`src/rtl/pc_pkg.sv`:
```
// pc_pkg: shared types and constants for the program-counter sequencer.
//   pc_state_e : sequencer state (run, halted, faulted)
//   pc_sel_e   : next-PC source select
//   PC_AW_DEFAULT : default PC/address width
package pc_pkg;

  localparam int unsigned PC_AW_DEFAULT = 8;

  typedef enum logic [1:0] {
    PC_RUN   = 2'd0,
    PC_HALT  = 2'd1,
    PC_FAULT = 2'd2
  } pc_state_e;

  typedef enum logic [1:0] {
    SEL_HOLD = 2'd0,
    SEL_INC  = 2'd1,
    SEL_JUMP = 2'd2,
    SEL_RET  = 2'd3
  } pc_sel_e;

endpackage

```
`src/rtl/pc_return_stack.sv`:
```
// pc_return_stack: LIFO of return addresses for call/ret.
//   clk, rst_n : clock, async active-low reset (clears the pointer only)
//   push, pop  : push din / pop top; push ignored when full, pop when empty
//   din, dout  : address in / current top of stack (valid when !empty)
//   full, empty: occupancy flags
module pc_return_stack
  import pc_pkg::*;
#(
  parameter int unsigned AW          = PC_AW_DEFAULT,
  parameter int unsigned STACK_DEPTH = 4
) (
  input  logic          clk,
  input  logic          rst_n,
  input  logic          push,
  input  logic          pop,
  input  logic [AW-1:0] din,
  output logic [AW-1:0] dout,
  output logic          full,
  output logic          empty
);

  localparam int unsigned PW = $clog2(STACK_DEPTH + 1);
  localparam int unsigned IW = (STACK_DEPTH > 1) ? $clog2(STACK_DEPTH) : 1;

  logic [AW-1:0] mem [STACK_DEPTH];
  logic [PW-1:0] sp_q;
  logic [IW-1:0] wr_idx;
  logic [IW-1:0] rd_idx;
  logic          do_push;
  logic          do_pop;

  assign full    = (sp_q == PW'(STACK_DEPTH));
  assign empty   = (sp_q == '0);
  assign do_push = push && !full;
  assign do_pop  = pop && !empty;
  // sp_q counts entries, so the top lives one below it.
  assign wr_idx  = IW'(sp_q);
  assign rd_idx  = IW'(sp_q - PW'(1));
  assign dout    = mem[rd_idx];

  // Entry storage is not reset; only the pointer defines what is live.
  always_ff @(posedge clk) begin
    if (do_push) mem[wr_idx] <= din;
  end

  always_ff @(posedge clk or negedge rst_n) begin
    if (!rst_n)       sp_q <= '0;
    else if (do_push) sp_q <= sp_q + PW'(1);
    else if (do_pop)  sp_q <= sp_q - PW'(1);
  end

endmodule

```
`src/rtl/pc_sequencer.sv`:
```
// pc_sequencer: next-PC selector for the 8-bit core with stall, halt/resume,
// optional call/return stack and fault detection.
// Build option: PC_CALL_STACK_EN enables the return stack; without it call
// acts as an unconditional jump, ret is ignored (pc+1) and the stack flags
// read 0.
//   clk, rst_n   : clock, async active-low reset
//   stall        : hold all state this cycle
//   halt_req     : enter HALT; resume leaves HALT
//   jmp_uncond   : jump to jump_addr; jmp_cond jumps iff cond_status
//   call, ret    : push pc+1 and jump / pop into pc
//   jump_addr    : jump/call target
//   pc, pc_valid : current PC, high in RUN when not stalled
//   halted, fault: state indicators; stack_ovf/stack_unf sticky flags
module pc_sequencer
  import pc_pkg::*;
#(
  parameter int unsigned    AW           = PC_AW_DEFAULT,
  parameter int unsigned    STACK_DEPTH  = 4,
  parameter logic [AW-1:0]  RESET_VECTOR = '0
) (
  input  logic          clk,
  input  logic          rst_n,
  input  logic          stall,
  input  logic          halt_req,
  input  logic          resume,
  input  logic          jmp_uncond,
  input  logic          jmp_cond,
  input  logic          cond_status,
  input  logic          call,
  input  logic          ret,
  input  logic [AW-1:0] jump_addr,
  output logic [AW-1:0] pc,
  output logic          pc_valid,
  output logic          halted,
  output logic          fault,
  output logic          stack_ovf,
  output logic          stack_unf
);

  pc_state_e     state_q, state_d;
  pc_sel_e       sel;
  logic [AW-1:0] pc_q, pc_d;
  logic [AW-1:0] pc_inc;
  logic [AW-1:0] ret_addr;

  assign pc_inc = pc_q + AW'(1);

`ifdef PC_CALL_STACK_EN
  logic stk_push, stk_pop, stk_full, stk_empty;
  logic ovf_set, unf_set, ovf_q, unf_q;

  pc_return_stack #(
    .AW          (AW),
    .STACK_DEPTH (STACK_DEPTH)
  ) u_stack (
    .clk   (clk),
    .rst_n (rst_n),
    .push  (stk_push),
    .pop   (stk_pop),
    .din   (pc_inc),
    .dout  (ret_addr),
    .full  (stk_full),
    .empty (stk_empty)
  );
`else
  assign ret_addr = '0;
`endif

  always_comb begin
    sel     = SEL_HOLD;
    state_d = state_q;
`ifdef PC_CALL_STACK_EN
    stk_push = 1'b0;
    stk_pop  = 1'b0;
    ovf_set  = 1'b0;
    unf_set  = 1'b0;
`endif
    case (state_q)
      PC_RUN: begin
        if (!stall) begin
          if (halt_req) begin
            state_d = PC_HALT;
          end else if (ret) begin
`ifdef PC_CALL_STACK_EN
            if (stk_empty) begin
              unf_set = 1'b1;
              state_d = PC_FAULT;
            end else begin
              sel     = SEL_RET;
              stk_pop = 1'b1;
            end
`else
            sel = SEL_INC;
`endif
          end else if (call) begin
`ifdef PC_CALL_STACK_EN
            if (stk_full) begin
              ovf_set = 1'b1;
              state_d = PC_FAULT;
            end else begin
              sel      = SEL_JUMP;
              stk_push = 1'b1;
            end
`else
            sel = SEL_JUMP;
`endif
          end else if (jmp_uncond || (jmp_cond && cond_status)) begin
            sel = SEL_JUMP;
          end else begin
            sel = SEL_INC;
          end
        end
      end
      PC_HALT: begin
        // halt_req wins over resume so a simultaneous pair keeps us halted.
        if (!stall && resume && !halt_req) state_d = PC_RUN;
      end
      default: ;
    endcase
  end

  always_comb begin
    pc_d = pc_q;
    case (sel)
      SEL_INC:  pc_d = pc_inc;
      SEL_JUMP: pc_d = jump_addr;
      SEL_RET:  pc_d = ret_addr;
      default:  pc_d = pc_q;
    endcase
  end

  always_ff @(posedge clk or negedge rst_n) begin
    if (!rst_n) begin
      state_q <= PC_RUN;
      pc_q    <= RESET_VECTOR;
    end else begin
      state_q <= state_d;
      pc_q    <= pc_d;
    end
  end

`ifdef PC_CALL_STACK_EN
  always_ff @(posedge clk or negedge rst_n) begin
    if (!rst_n) begin
      ovf_q <= 1'b0;
      unf_q <= 1'b0;
    end else begin
      if (ovf_set) ovf_q <= 1'b1;
      if (unf_set) unf_q <= 1'b1;
    end
  end
  assign stack_ovf = ovf_q;
  assign stack_unf = unf_q;
`else
  assign stack_ovf = 1'b0;
  assign stack_unf = 1'b0;
`endif

  assign pc       = pc_q;
  assign pc_valid = (state_q == PC_RUN) && !stall;
  assign halted   = (state_q == PC_HALT);
  assign fault    = (state_q == PC_FAULT);

endmodule

```
`config.mk`:
```
export PLATFORM = sky130hd
export DESIGN_NAME = pc_sequencer
export DESIGN_NICKNAME = d
export VERILOG_FILES = /design/src/rtl/pc_pkg.sv /design/src/rtl/pc_return_stack.sv /design/src/rtl/pc_sequencer.sv
export SDC_FILE = /design/constraint.sdc
export NUM_CORES = 1
export LEC_CHECK = 0
export ABC_CLOCK_PERIOD_IN_PS = 1740
export CELL_PAD_IN_SITES_DETAIL_PLACEMENT = 1
export CELL_PAD_IN_SITES_GLOBAL_PLACEMENT = 2
export CORE_ASPECT_RATIO = 0.9
export CORE_MARGIN = 1.5
export CORE_UTILIZATION = 22
export CTS_BUF_LIST = sky130_fd_sc_hd__clkbuf_8
export DETAILED_ROUTE_END_ITERATION = 16
export PLACE_DENSITY_LB_ADDON = 0.15
export SETUP_SLACK_MARGIN = 0.4
export SKIP_CTS_REPAIR_TIMING = 1
export SYNTH_ARGS = -nofsm -noshare
export SYNTH_HDL_FRONTEND = slang
export SYNTH_SLANG_ARGS = --single-unit
export TNS_END_PERCENT = 10
```
`constraint.sdc`:
```
create_clock -name clk -period 1.74 [get_ports clk]
set_input_delay 0.522 -clock clk [delete_from_list [all_inputs] [get_ports clk]]
set_output_delay 0.522 -clock clk [all_outputs]
set_load 0.02 [all_outputs]
```
==> reports/results.ini <==
[final_layout]
diodes=0
nets=127
fin_cells=135
drive_gt1_share_pct=39.3
area_delta_synth_final_pct=84.1

[route]
wirelength_mm=1.95
ant_nets=0
drt_first_pass_iters=10
vias=672
wl_per_cell_um=14.4
drtIter0Drc=7
drc_errors=0
vias_per_cell=4.98

[floorplan]
row_count=17
initial_core_util_pct=23.9
dieArea_mm2=0.00305
io_pins=31
die_x_um=58.0
die_h_um=52.5
core-area_mm2=0.00251

[critical_path]
crit_type=in2reg
start_kind=input port
critPathMaxFanout=3
cp.required_ns=1.85
arrival_ns=1.54
cp-startpoint=stall
rr_startpoint=pc[1]
worst_setup_path_end_kind=flop

[logic_synthesis]
synthTopCellsByArea=dfrtp_1, a2bb2oi_2, a21oi_1
syn-cell-area_um2=599
synthTopCellsByCount=dfrtp_1, a21oi_1, nand3_1, o21ai_0, o22ai_1
synthCells=64
async_flop_share_pct=100
yosys.area.top_type=dfrtp_1
synth_most_common_cell=dfrtp_1
syn-mean-instance-area_um2=9.36
ys_warn_count=0
synth-seq-cells=9
synthFlopType=dfrtp_1
synth_edf_count=0
synthDominantCellAreaShare_pct=37.6
synth_cell_types=27
ys_seq_area_share_pct=37.6

[clock_tree]
clk_path_buf_depth=2
cts.sinks=9
path_clk_slew_ns=0.05
clock_latency_ns=0.23
cts_buffers=3
htree_num_levels=1
cts_tree=done
cts-root-buf=clkbuf_8

[sta]
hold_ws_ns=0.552
fin_crit_sh_pct=82.5
maxSlewViolCount=0
fin_crit_ns=1.44
setup_viol=0
fmax_ghz=0.696
skew_ns=0.00375
rsz0062_at_grt=yes
hold_viol_final=0

[global_route]
antenna_found_initial=0
grt_max_degree=11
grt_pass1_vias=638
gr-usage-all-layers_pct=12.3
overflow=0
grt_first_pass_wirelength_mm=2.80

[pwr]
peakVddDrop_v=0.000447
p_comb_share_pct=46.7
power_frac_seq_pct=33.2
switchingPower_mw=0.457
power_leakage_nw=0.529
power.density_mw_per_mm2=1050
p_clk_share_pct=20.1
switching_share_pct=39.4
intPower_mw=0.703
total_power_mw=1.16

[place]
place_inst=125
routabilityCongestion=0.738
portBuffers=27
hpwl_mm=1.35

[worst_hold_path]
hp-start=pc[6]
hold_class=reg2reg

[status]
status=completed

[job]
maxCapViolations=0

-- state kept, by name (all words and copies together), names as in the netlist --
signal   cells
state_q      1
pc           8
-- cell families (layout without fill, tap and decap cells) --
kind of cell / after synthesis / count (layout) / synth area share, %
buffers and inverters: 8 / 48 / 9.39
adders and majority gates: 1 / 1 / 2.09
other: 1 / 3 / 0.626
AOI/OAI and AO/OA: 24 / 24 / 30.5
DFF: 9 / 9 / 37.6
and+or+nand+nor: 20 / 21 / 18.2
muxes: 1 / 1 / 1.67
-- cells in the final DEF, fill, tap and decap left out, types with 2 or more instances in the layout --
master	n
a21oi_1	3
a21oi_2	2
a2bb2oi_2	3
a31oi_1	2
and3_1	2
buf_4	10
buf_6	5
clkbuf_2	5
clkbuf_8	3
clkdlybuf4s50_1	10
conb_1	3
dfrtp_1	7
dfrtp_2	2
dlymetal6s2s_1	11
inv_1	4
nand2_1	3
nand3_1	4
nor2_1	2
nor3_2	4
o21ai_0	3
o22a_1	2
o22ai_1	3
or2_4	2
-- worst paths after layout --
| kind | slack (ns) | depth (start not counted) | end |
|---|---|---|---|
| max in group asynchronous | 0.80 | 1 | pc[0] |
| hold reg to reg | 0.55 | 1 | pc[6] |
| min in group asynchronous | 0.61 | 1 | pc[3] |
| setup reg to reg | 0.35 | 5 | pc[4] |
| setup / recovery | 0.30 | 6 | pc[4] |
| hold / removal | 0.55 | 1 | pc[6] |
-- final cells by class --
class	instances	area, µm²
inverters	3	11.3
multi-input cells	50	390
fillers	300	1410
clock inverters	1	3.75
well taps	28	35.0
repair buffers	41	394
clock buffers	3	41.3
flip-flops and latches	9	228
-- stage by stage --
| step | cell area (µm²) | util (%) | setup TNS (ns) | worst slack [ns] |
|---|---|---|---|---|
| finish | 1100 | 44.0 | 0 | 0.304 |
| global route | 1100 | 44.0 | 0 | 0.271 |
| CTS | 980 | 39.0 | -1.33 | -0.429 |
| detailed placement | 935 | 37.2 | -2.70 | -0.430 |
| global placement | 935 | 37.2 | -2.55 | -0.414 |
| floorplan | 607 | - | 0 | 0.251 |
-- layer usage --
layer | wire length, µm | global-route usage (%) | up-vias | share of wire (%)
met2 | 949 | 21.0 | 21 | 49
met5 | 0 | 0 | - | 0
met3 | 110 | 4.94 | 2 | 5.6
met1 | 879 | 14.2 | 324 | 45
li1 | - | - | 325 | -
met4 | 9 | 3.49 | 0 | 0.46
-- critical path, cell delays in order --
cell and delay, ns:
clkbuf_2 0.09, buf_6 0.11, or3_4 0.41, buf_6 0.13, buf_4 0.12, a2bb2oi_2 0.15
-- power by group through the flow --
stage | combinational, mW | sequential (mW) | clock [mW]
after floorplan | 0.197 | 0.452 | 0
after global placement | 0.529 | 0.381 | 0
after detailed placement | 0.531 | 0.381 | 0
after CTS | 0.537 | 0.379 | 0.242
after global routing | 0.587 | 0.400 | 0.255
final | 0.542 | 0.385 | 0.233
(Power assumes the default switching activity.)
